$ cat src/rtl/core_pkg.sv
// Shared fetch-side constants and the {pc, insn} record handed from fetch to decode.
package core_pkg;
  localparam int          CORE_AWIDTH      = 32;
  localparam int          CORE_DWIDTH      = 32;
  localparam logic [31:0] NOP_INSN         = 32'h0000_0013;
  localparam logic [31:0] PC_RESET_DEFAULT = 32'h0100_0000;

  typedef struct packed {
    logic [CORE_AWIDTH-1:0] pc;
    logic [CORE_DWIDTH-1:0] insn;
  } fetch_entry_t;
endpackage

$ cat src/rtl/fetch_unit_if.sv
// Instruction-memory read port: valid/ready request channel, in-order response channel.
interface fetch_unit_if #(
  parameter int AWIDTH = 32,
  parameter int DWIDTH = 32
);
  logic              req_valid;
  logic              req_ready;
  logic [AWIDTH-1:0] addr;
  logic              rsp_valid;
  logic [DWIDTH-1:0] rsp_data;

  modport master (output req_valid, addr, input req_ready, rsp_valid, rsp_data);
  modport slave  (input req_valid, addr, output req_ready, rsp_valid, rsp_data);
endinterface

$ cat src/rtl/fetch_fifo.sv
// Small power-of-two FIFO with synchronous clear; storage is not reset, only pointers/count.
module fetch_fifo #(
  parameter int WIDTH = 32,
  parameter int DEPTH = 2
) (
  input  logic                   clk,
  input  logic                   rst_n,
  input  logic                   clear,
  input  logic                   push,
  input  logic                   pop,
  input  logic [WIDTH-1:0]       wdata,
  output logic [WIDTH-1:0]       rdata,
  output logic [$clog2(DEPTH):0] count,
  output logic                   full,
  output logic                   empty
);
  localparam int PW = $clog2(DEPTH);
  localparam int CW = PW + 1;

  logic [WIDTH-1:0] mem [DEPTH];
  logic [PW-1:0]    wptr, rptr;
  logic             do_push, do_pop;

  assign empty   = (count == '0);
  assign full    = (count == CW'(DEPTH));
  assign do_pop  = pop && !empty;
  // A push into a full FIFO is accepted only when the head leaves in the same cycle.
  assign do_push = push && (!full || do_pop);
  assign rdata   = mem[rptr];

  always_ff @(posedge clk or negedge rst_n) begin
    if (!rst_n) begin
      wptr  <= '0;
      rptr  <= '0;
      count <= '0;
    end else if (clear) begin
      wptr  <= '0;
      rptr  <= '0;
      count <= '0;
    end else begin
      if (do_push) wptr <= wptr + PW'(1);
      if (do_pop)  rptr <= rptr + PW'(1);
      count <= count + CW'(do_push) - CW'(do_pop);
    end
  end

  always_ff @(posedge clk) begin
    if (do_push && !clear) mem[wptr] <= wdata;
  end
endmodule

$ cat src/rtl/fetch_unit.sv
// IF stage plus IF/ID register: owns the PC, issues credit-limited imem reads,
// buffers in-order responses and discards wrong-path ones after a redirect.
module fetch_unit
  import core_pkg::*;
#(
  parameter int                AWIDTH    = 32,
  parameter int                DWIDTH    = 32,
  parameter logic [AWIDTH-1:0] PC_RESET  = AWIDTH'(PC_RESET_DEFAULT),
  parameter int                BUF_DEPTH = 2
) (
  input  logic              clk,
  input  logic              reset_n,
  input  logic              stall_if,
  input  logic              ifid_wren,
  input  logic              ifid_flush,
  input  logic              br_taken,
  input  logic [AWIDTH-1:0] br_target,
  fetch_unit_if.master      imem,
  output logic [AWIDTH-1:0] f_pc,
  output logic [AWIDTH-1:0] d_pc,
  output logic [DWIDTH-1:0] d_insn,
  output logic              d_valid
);
  localparam int CW = $clog2(BUF_DEPTH) + 1;

  logic [CW-1:0]            inf_cnt, buf_cnt, drop_cnt;
  logic                     inf_full, inf_empty, buf_full, buf_empty;
  logic [AWIDTH-1:0]        inf_pc;
  logic [AWIDTH+DWIDTH-1:0] buf_head;
  logic [CW:0]              occupancy;
  logic                     req_fire, rsp_pop, rsp_drop, rsp_keep, buf_pop;

  // Slots freed by decode this cycle count as available, so a 1-cycle memory streams.
  assign buf_pop   = ifid_wren && !ifid_flush && !buf_empty;
  assign occupancy = {1'b0, inf_cnt} + {1'b0, buf_cnt} - (CW+1)'(buf_pop);

  assign imem.req_valid = reset_n && !stall_if && !br_taken && !inf_full &&
                          (occupancy < (CW+1)'(BUF_DEPTH));
  assign imem.addr      = f_pc;
  assign req_fire       = imem.req_valid && imem.req_ready;

  assign rsp_pop  = imem.rsp_valid && !inf_empty;
  assign rsp_drop = rsp_pop && (br_taken || (drop_cnt != '0));
  assign rsp_keep = rsp_pop && !rsp_drop && (!buf_full || buf_pop);

  fetch_fifo #(.WIDTH(AWIDTH), .DEPTH(BUF_DEPTH)) u_inflight (
    .clk   (clk),
    .rst_n (reset_n),
    .clear (1'b0),
    .push  (req_fire),
    .pop   (rsp_pop),
    .wdata (f_pc),
    .rdata (inf_pc),
    .count (inf_cnt),
    .full  (inf_full),
    .empty (inf_empty)
  );

  fetch_fifo #(.WIDTH(AWIDTH + DWIDTH), .DEPTH(BUF_DEPTH)) u_rsp_buf (
    .clk   (clk),
    .rst_n (reset_n),
    .clear (br_taken),
    .push  (rsp_keep),
    .pop   (buf_pop),
    .wdata ({inf_pc, imem.rsp_data}),
    .rdata (buf_head),
    .count (buf_cnt),
    .full  (buf_full),
    .empty (buf_empty)
  );

  // Fetch PC and wrong-path drop counter
  always_ff @(posedge clk or negedge reset_n) begin
    if (!reset_n) begin
      f_pc     <= PC_RESET;
      drop_cnt <= '0;
    end else begin
      if (br_taken)      f_pc <= br_target;
      else if (req_fire) f_pc <= f_pc + AWIDTH'(4);

      // Everything still outstanding after this edge belongs to the old path.
      if (br_taken)                     drop_cnt <= inf_cnt - CW'(rsp_pop);
      else if (rsp_pop && drop_cnt != '0) drop_cnt <= drop_cnt - CW'(1);
    end
  end

  // IF/ID register
  always_ff @(posedge clk or negedge reset_n) begin
    if (!reset_n) begin
      d_valid <= 1'b0;
      d_pc    <= '0;
      d_insn  <= DWIDTH'(NOP_INSN);
    end else if (ifid_flush || (ifid_wren && buf_empty)) begin
      d_valid <= 1'b0;
      d_pc    <= '0;
      d_insn  <= DWIDTH'(NOP_INSN);
    end else if (ifid_wren) begin
      d_valid <= 1'b1;
      d_pc    <= buf_head[AWIDTH+DWIDTH-1:DWIDTH];
      d_insn  <= buf_head[DWIDTH-1:0];
    end
  end
endmodule

$ cat src/flat_wrapper.sv
// flat-port wrapper written by rule: the top's interface ports become plain ports
module fetch_unit_flat import core_pkg::*;
#(
  parameter int                AWIDTH    = 32,
  parameter int                DWIDTH    = 32,
  parameter logic [AWIDTH-1:0] PC_RESET  = AWIDTH'(PC_RESET_DEFAULT),
  parameter int                BUF_DEPTH = 2
)
  (clk, reset_n, stall_if, ifid_wren, ifid_flush, br_taken, br_target, f_pc, d_pc, d_insn, d_valid, imem_req_valid, imem_addr, imem_req_ready, imem_rsp_valid, imem_rsp_data);
  fetch_unit_if #(.AWIDTH(AWIDTH), .DWIDTH(DWIDTH)) imem_i ();
  input  logic clk;
  input  logic reset_n;
  input  logic stall_if;
  input  logic ifid_wren;
  input  logic ifid_flush;
  input  logic br_taken;
  input  logic [AWIDTH-1:0] br_target;
  output logic [AWIDTH-1:0] f_pc;
  output logic [AWIDTH-1:0] d_pc;
  output logic [DWIDTH-1:0] d_insn;
  output logic d_valid;
  output wire logic [$bits(imem_i.req_valid)-1:0] imem_req_valid;
  output wire logic [$bits(imem_i.addr)-1:0] imem_addr;
  input wire logic [$bits(imem_i.req_ready)-1:0] imem_req_ready;
  input wire logic [$bits(imem_i.rsp_valid)-1:0] imem_rsp_valid;
  input wire logic [$bits(imem_i.rsp_data)-1:0] imem_rsp_data;
  assign imem_req_valid = imem_i.req_valid;
  assign imem_addr = imem_i.addr;
  assign imem_i.req_ready = imem_req_ready;
  assign imem_i.rsp_valid = imem_rsp_valid;
  assign imem_i.rsp_data = imem_rsp_data;
  fetch_unit #(.AWIDTH(AWIDTH), .DWIDTH(DWIDTH), .PC_RESET(PC_RESET), .BUF_DEPTH(BUF_DEPTH)) u_core (.clk(clk), .reset_n(reset_n), .stall_if(stall_if), .ifid_wren(ifid_wren), .ifid_flush(ifid_flush), .br_taken(br_taken), .br_target(br_target), .imem(imem_i), .f_pc(f_pc), .d_pc(d_pc), .d_insn(d_insn), .d_valid(d_valid));
endmodule
$ cat config.mk
export PLATFORM = sky130hd
export DESIGN_NAME = fetch_unit_flat
export DESIGN_NICKNAME = d
export VERILOG_FILES = /design/src/rtl/core_pkg.sv /design/src/rtl/fetch_unit_if.sv /design/src/rtl/fetch_fifo.sv /design/src/rtl/fetch_unit.sv /design/src/flat_wrapper.sv
export SDC_FILE = /design/constraint.sdc
export NUM_CORES = 1
export LEC_CHECK = 0
export ABC_AREA = 1
export CELL_PAD_IN_SITES_DETAIL_PLACEMENT = 1
export CELL_PAD_IN_SITES_GLOBAL_PLACEMENT = 1
export CORE_MARGIN = 1
export CORE_UTILIZATION = 30
export CTS_BUF_LIST = sky130_fd_sc_hd__clkbuf_2 sky130_fd_sc_hd__clkbuf_4 sky130_fd_sc_hd__clkbuf_8
export CTS_CLUSTER_DIAMETER = 80
export DETAILED_ROUTE_END_ITERATION = 6
export MAX_ROUTING_LAYER = met4
export PLACE_DENSITY_LB_ADDON = 0.1
export SYNTH_ARGS = -nofsm -noshare
export SYNTH_HDL_FRONTEND = slang
export SYNTH_SLANG_ARGS = --single-unit
$ cat constraint.sdc
create_clock -name clk -period 5 [get_ports clk]
set_input_delay 0.5 -clock clk [delete_from_list [all_inputs] [get_ports clk]]
set_output_delay 0.5 -clock clk [all_outputs]
set_load 0.1 [all_outputs]
# Yosys cells after proc, flatten, opt, wreduce, memory -nomap -nowiden
# Memories as Yosys holds them, arrays and structs flattened.
# Index checks and enable logic that the tools add are counted.
# W data, S select, Z words.
# totals
out_inout_bits	130
n_memories	2
elab_cells	87
mem_bits_rw	192
regBits	107
# op_classes
n_mux	19
addsub	13
reduce_logical	39
magnitude_cmp	1
eq_ne	2
# memory_table
name	depth	width	rd	rd_ports_with_merged_regs	write_ports	line_no	rtl
u_core.u_rsp_buf.mem	2	64	1	0	1	fetch_fifo.sv:20	logic [WIDTH-1:0] mem [DEPTH];
u_core.u_inflight.mem	2	32	1	0	1	fetch_fifo.sv:20	
# op_table
operator	count
$mux W32	6
$add A32 B3 Y32 const B	1
$logic_and A1 B1 Y1	18
$reduce_bool A2 Y1	6
$mux W1	10
$logic_not A1 Y1	8
$mux W2	3
$sub A2 B1 Y2	3
$logic_or A1 B1 Y1	5
$add A1 B1 Y1 const B	4
$add A2 B1 Y2	2
$eq A2 B2 Y1 const B	2
$logic_not A2 Y1	2
$add A2 B2 Y3	1
$lt A3 B2 Y1 const B	1
$sub A3 B1 Y3	1
$sub A2 B1 Y2 const B	1

# Depth between registers and ports, before layout
# logic_depth
ltp_word	11
depth_mapped	21
mapped_depth_nobuf	18

# Cells and area by module
# From an unflattened synthesis, not the netlist that was laid out.
# hier_totals
hier_cells	1313
hier_area_um2	12986.2
# by_module_without_submodules
mod	area_per_inst_um2	cells_each	n_inst
fetch_unit	5454.0	730	1
fetch_fifo (u_core.u_rsp_buf)	4927.2	373	1
fetch_fifo (u_core.u_inflight)	2605.0	210	1

# Worst setup path before layout
# Ideal clock, no wire load.
# synth_path
kind	input to register
start	input port br_taken
end	memory u_core.u_rsp_buf.mem[0][0] (netlist bit) (enable)
setup_time_ns	0.487
path_buffers	2
t_arrival_ns	3.792
path_stages	5
slack_ns	0.722
t_required_ns	4.513
cell_sequence	buf_6 -> inv_2 -> buf_2 -> nand4_1 -> nor2_1
# synth_via
elab_chain_cells	9
elab_cells_between_ends	10
# synth_lines
item	line_no	rtl
from (decl)	flat_wrapper.sv:16	input logic br_taken;
$logic_or A1 B1 Y1	fetch_unit.sv:43	assign rsp_drop = rsp_pop && (br_taken || (drop_cnt != '0));
$logic_and A1 B1 Y1	fetch_unit.sv:43	
$logic_not A1 Y1	fetch_unit.sv:44	assign rsp_keep = rsp_pop && !rsp_drop && (!buf_full || buf_pop);
$logic_and A1 B1 Y1 (2 in a row)	fetch_unit.sv:44	
$logic_and A1 B1 Y1	fetch_fifo.sv:28	assign do_push = push && (!full || do_pop);
$logic_and A1 B1 Y1 *	fetch_fifo.sv:48	if (do_push && !clear) mem[wptr] <= wdata;
$mux W1 *	fetch_fifo.sv:48	
$mux W1 (implied by the code) *	fetch_fifo.sv:48	
to (decl)	fetch_fifo.sv:20	
# Every way passes the cells marked *; elsewhere a longest branch is shown, timed or not.

# Worst setup path after layout
# layout_path
start	register u_core.u_rsp_buf.count[0]
end	output port imem_req_valid
# layout_via
elab_chain_cells	6
elab_cells_between_ends	7
# layout_lines
item	line_no	rtl
from (decl)	fetch_fifo.sv:13	output logic [$clog2(DEPTH):0] count,
from (signal assigned)	fetch_fifo.sv:43	count <= count + CW'(do_push) - CW'(do_pop);
branches (longest 3 deep; another with $add A2 B2 Y3)	--	
$sub A3 B1 Y3 *	fetch_unit.sv:35	assign occupancy = {1'b0, inf_cnt} + {1'b0, buf_cnt} - (CW+1)'(buf_pop);
$lt A3 B2 Y1 *	fetch_unit.sv:38	(occupancy < (CW+1)'(BUF_DEPTH));
$logic_and A1 B1 Y1 *	fetch_unit.sv:37	assign imem.req_valid = reset_n && !stall_if && !br_taken && !inf_full &&
to (decl)	flat_wrapper.sv:22	output wire logic [$bits(imem_i.req_valid)-1:0] imem_req_valid;
# Every way passes the cells marked *.

==> run_results.csv <==
group,metric,value,unit
timing,slew-limit-headroom,0.273,
placement,routabilityCongestion,0.748,
detailed_routing,wl_per_cell,17.8,microns
placement,dp_cells,1757,
timing,finClkSkew,0.0207,ns
synthesis,seq_area_frac_synth,0.682,
detailed_routing,vias,8309,
critical_path,crit_fanout,4,
clocking,cts_tree,"built",
timing,timing.fmax,268,MHz
die,die_h,205,microns
synthesis,yosysTopAreaCell,"edfxtp_1",
grt,first_global_vias,8824,
synthesis,syn_nets,1165,
die,io_pins,202,
timing,rsz0062_at_grt,"no",
critical_path,critPathMaxStageDelay,0.48,ns
timing,tns,0,ns
detailed_routing,drt_iter0_markers,283,
finish,drive_gt1_frac,0.105,
timing,slew_violations,0,
critical_path,critical_path_arrival,3.23,ns
critical_path,path_cells,"nor2_1, nor2_1, nand2_2, inv_1, ha_1, inv_1, nand2_1, fa_1, nand2_1, nor3_4, and2_1, buf_4",
synthesis,yosys_warnings,0,
timing,worstMarginPinSlew,1.09,ns
clocking,clock_sinks,299,
die,die_area,42100,sq um
finish,final_area,15800,sq um
worst_hold_path,min_path_type,"in2async",
critical_path,slowest_stage,"fa_1",
critical_path,endpoint_kind,"primary output",
timing,setup_viol,0,
clocking,numCtsBuffers,53,
power,p_leak,6.08,nW
outcome,outcome,"completed",
critical_path,worstSetupStartpointType,"flip-flop",
critical_path,ff2ff_path_depth,13,
detailed_routing,drc,0,
finish,instances_no_fill,1853,
synthesis,yosysUniqueCellTypes,38,
critical_path,cp_data_required_time,4.50,ns
clocking,htreeDepth,2,
detailed_routing,ant_nets,0,
timing,min_period,3.73,ns
synthesis,synth.area.top_cells,"edfxtp_1 (47%), dfrtp_1 (21%), nand2_1 (10%)",
power,ir_drop,230,uV
synthesis,synth_edf_count,192,
die,die_w,205,microns
finish,fin_nets,1363,
grt,antenna_found_initial,0,
synthesis,syn_area,12400,sq um
synthesis,ys_ff_latch,299,
die,coreArea,40700,sq um
synthesis,synth_top_area_frac,0.466,
clocking,insertion_delay,0.60,ns
critical_path,endpoint,"imem_req_valid",
timing,layout_worst_path_cycle_share,0.747,
clocking,cts_resized,0,
detailed_routing,dr.pass1.iters,4,
critical_path,path_delay_family,"simple AND/OR/NAND/NOR gates",
die,rows,74,
synthesis,avgSynthCellArea,11.4,sq um
grt,grt_max_degree,67,
critical_path,cp.depth,12,
power,power.density,464,nW/um^2
flow_run,maxCapViolCount,0,
timing,hold_slack,0.424,ns
placement,dpl-instance-area,14800,sq um
die,start_util,0.304,
critical_path,critPathLaunch,"u_core.u_rsp_buf.count[0]",
placement,numPortBuffers,201,
synthesis,ys.flop_type,"edfxtp_1",
critical_path,r2r-end,"u_core.u_inflight.mem[0][2]",
clocking,clockRootBuffer,"clkbuf_8",
synthesis,async_flop_share,0.358,
grt,overflow,0,
clocking,clkTransAtPathRegs,0.06,ns
finish,area_growth,27.9,%
finish,post-route-util,0.389,
critical_path,reg2reg_slack,1.49,ns
finish,diodes,0,
detailed_routing,drt_wl_total,32900,microns
grt,track_usage,0.165,
critical_path,path_buf_inv,3,
critical_path,r2r-start,"u_core.u_rsp_buf.count[0]",
detailed_routing,drt-vias-per-instance,4.48,
placement,hpwl,21300,microns
clocking,max-clock-path-buffers,3,
synthesis,netlist_instances,1083,
grt,grt_pass1_wl,51100,microns
synthesis,yosys-top-cells-count,"nand2_1 (339), edfxtp_1 (192), dfrtp_1 (103), o21ai_0 (82), nor2_1 (63)",
timing,finalHoldViolations,0,
synthesis,synth_most_common_cell,"nand2_1",
critical_path,crit_type,"reg2out",
==> how the worst min path moves through the flow <==
stage	from	endpoint	slack (ns)	depth (start not counted)
after floorplan	reset_n	u_core.d_insn[10]	0.20	0
after global placement	u_core.d_insn[9]	u_core.d_insn[9]	0.47	2
after detailed placement	u_core.d_pc[20]	u_core.d_pc[20]	0.48	2
after CTS	reset_n	u_core.d_insn[30]	0.39	2
after global routing	reset_n	u_core.d_insn[31]	0.43	2
final	reset_n	u_core.d_insn[31]	0.42	2
==> flip-flops by register name (all words and copies together) (netlist names) <==
| register | cells |
|---|---|
| u_core.u_inflight.rptr | 1 |
| u_core.d_insn | 32 |
| u_core.u_inflight.wptr | 1 |
| u_core.u_rsp_buf.mem | 128 |
| u_core.u_rsp_buf.count | 2 |
| u_core.drop_cnt | 2 |
| u_core.u_inflight.count | 2 |
| u_core.f_pc | 32 |
| u_core.u_rsp_buf.wptr | 1 |
| u_core.d_pc | 32 |
| u_core.u_inflight.mem | 64 |
| u_core.u_rsp_buf.rptr | 1 |
| u_core.d_valid | 1 |
==> layer usage <==
metal / up-vias / global-route usage / wire (microns)
li1: 4013 / - / -
met1: 4066 / 0.211 / 15500
met2: 173 / 0.265 / 15500
met3: 57 / 0.0285 / 1200
met4: 0 / 0.0569 / 717
met5: - / - / 0
==> power by group <==
group / total, mW / leakage (nW) / internal, mW / switching [mW]
Sequential: 3.12 / 3.14 / 2.93 / 0.199
Clock: 2.23 / 0.567 / 1.26 / 0.976
Combinational: 1.99 / 2.37 / 0.483 / 1.51
Total: 7.35 / 6.08 / 4.66 / 2.68
==> what timing repair did <==
item	CTS	global route
setup endpoints to repair	0	0
endpoints found under the hold margin	29	0
buffers inserted	0	0
hold buffers	1	0
==> cells by family (layout without fill, tap and decap cells) <==
kind of cell    after synthesis  in the layout  synth area share
fa+ha+maj                    10             10            0.0107
mux                          61             61            0.0493
simple gates                483            483             0.160
xor+xnor                      8              8           0.00566
compound gates               95             95            0.0401
flops                       299            299             0.682
buf+inv                     127            365            0.0516
==> cell usage in the layout, fill, tap and decap left out, drive strengths merged, types with 3 or more instances in the layout <==
cell type,instances
nor2,77
o211ai,4
xnor2,4
nand4,5
buf,14
xor2,4
inv,54
clkinv,10
dfrtp,103
nand2,341
o21ai,82
clkdlybuf4s50,199
ha,9
mux2i,61
a21oi,3
dfstp,4
nand3,53
clkbuf,87
edfxtp,192
==> per-stage QoR <==
| stage | power, mW | worst slack (ns) |
|---|---|---|
| 2_1_floorplan | 4.62 | 0.722 |
| 3_3_place_gp | 5.17 | 1.15 |
| 3_5_place_dp | 5.20 | 1.09 |
| 4_1_cts | 7.49 | 1.19 |
| 5_1_grt | 7.73 | 1.07 |
| 6_report | 7.35 | 1.27 |
==> cell type report <==
cell class              count  area [sq um]
flip-flops and latches    299          8450
inverters                  56           213
well taps                 532           666
clock buffers              87          1000
fillers                  4426         24900
multi-input cells         657          3330
clock inverters             8          35.0
repair buffers            214          2130
Note: power is estimated with default switching activity, not from simulation.
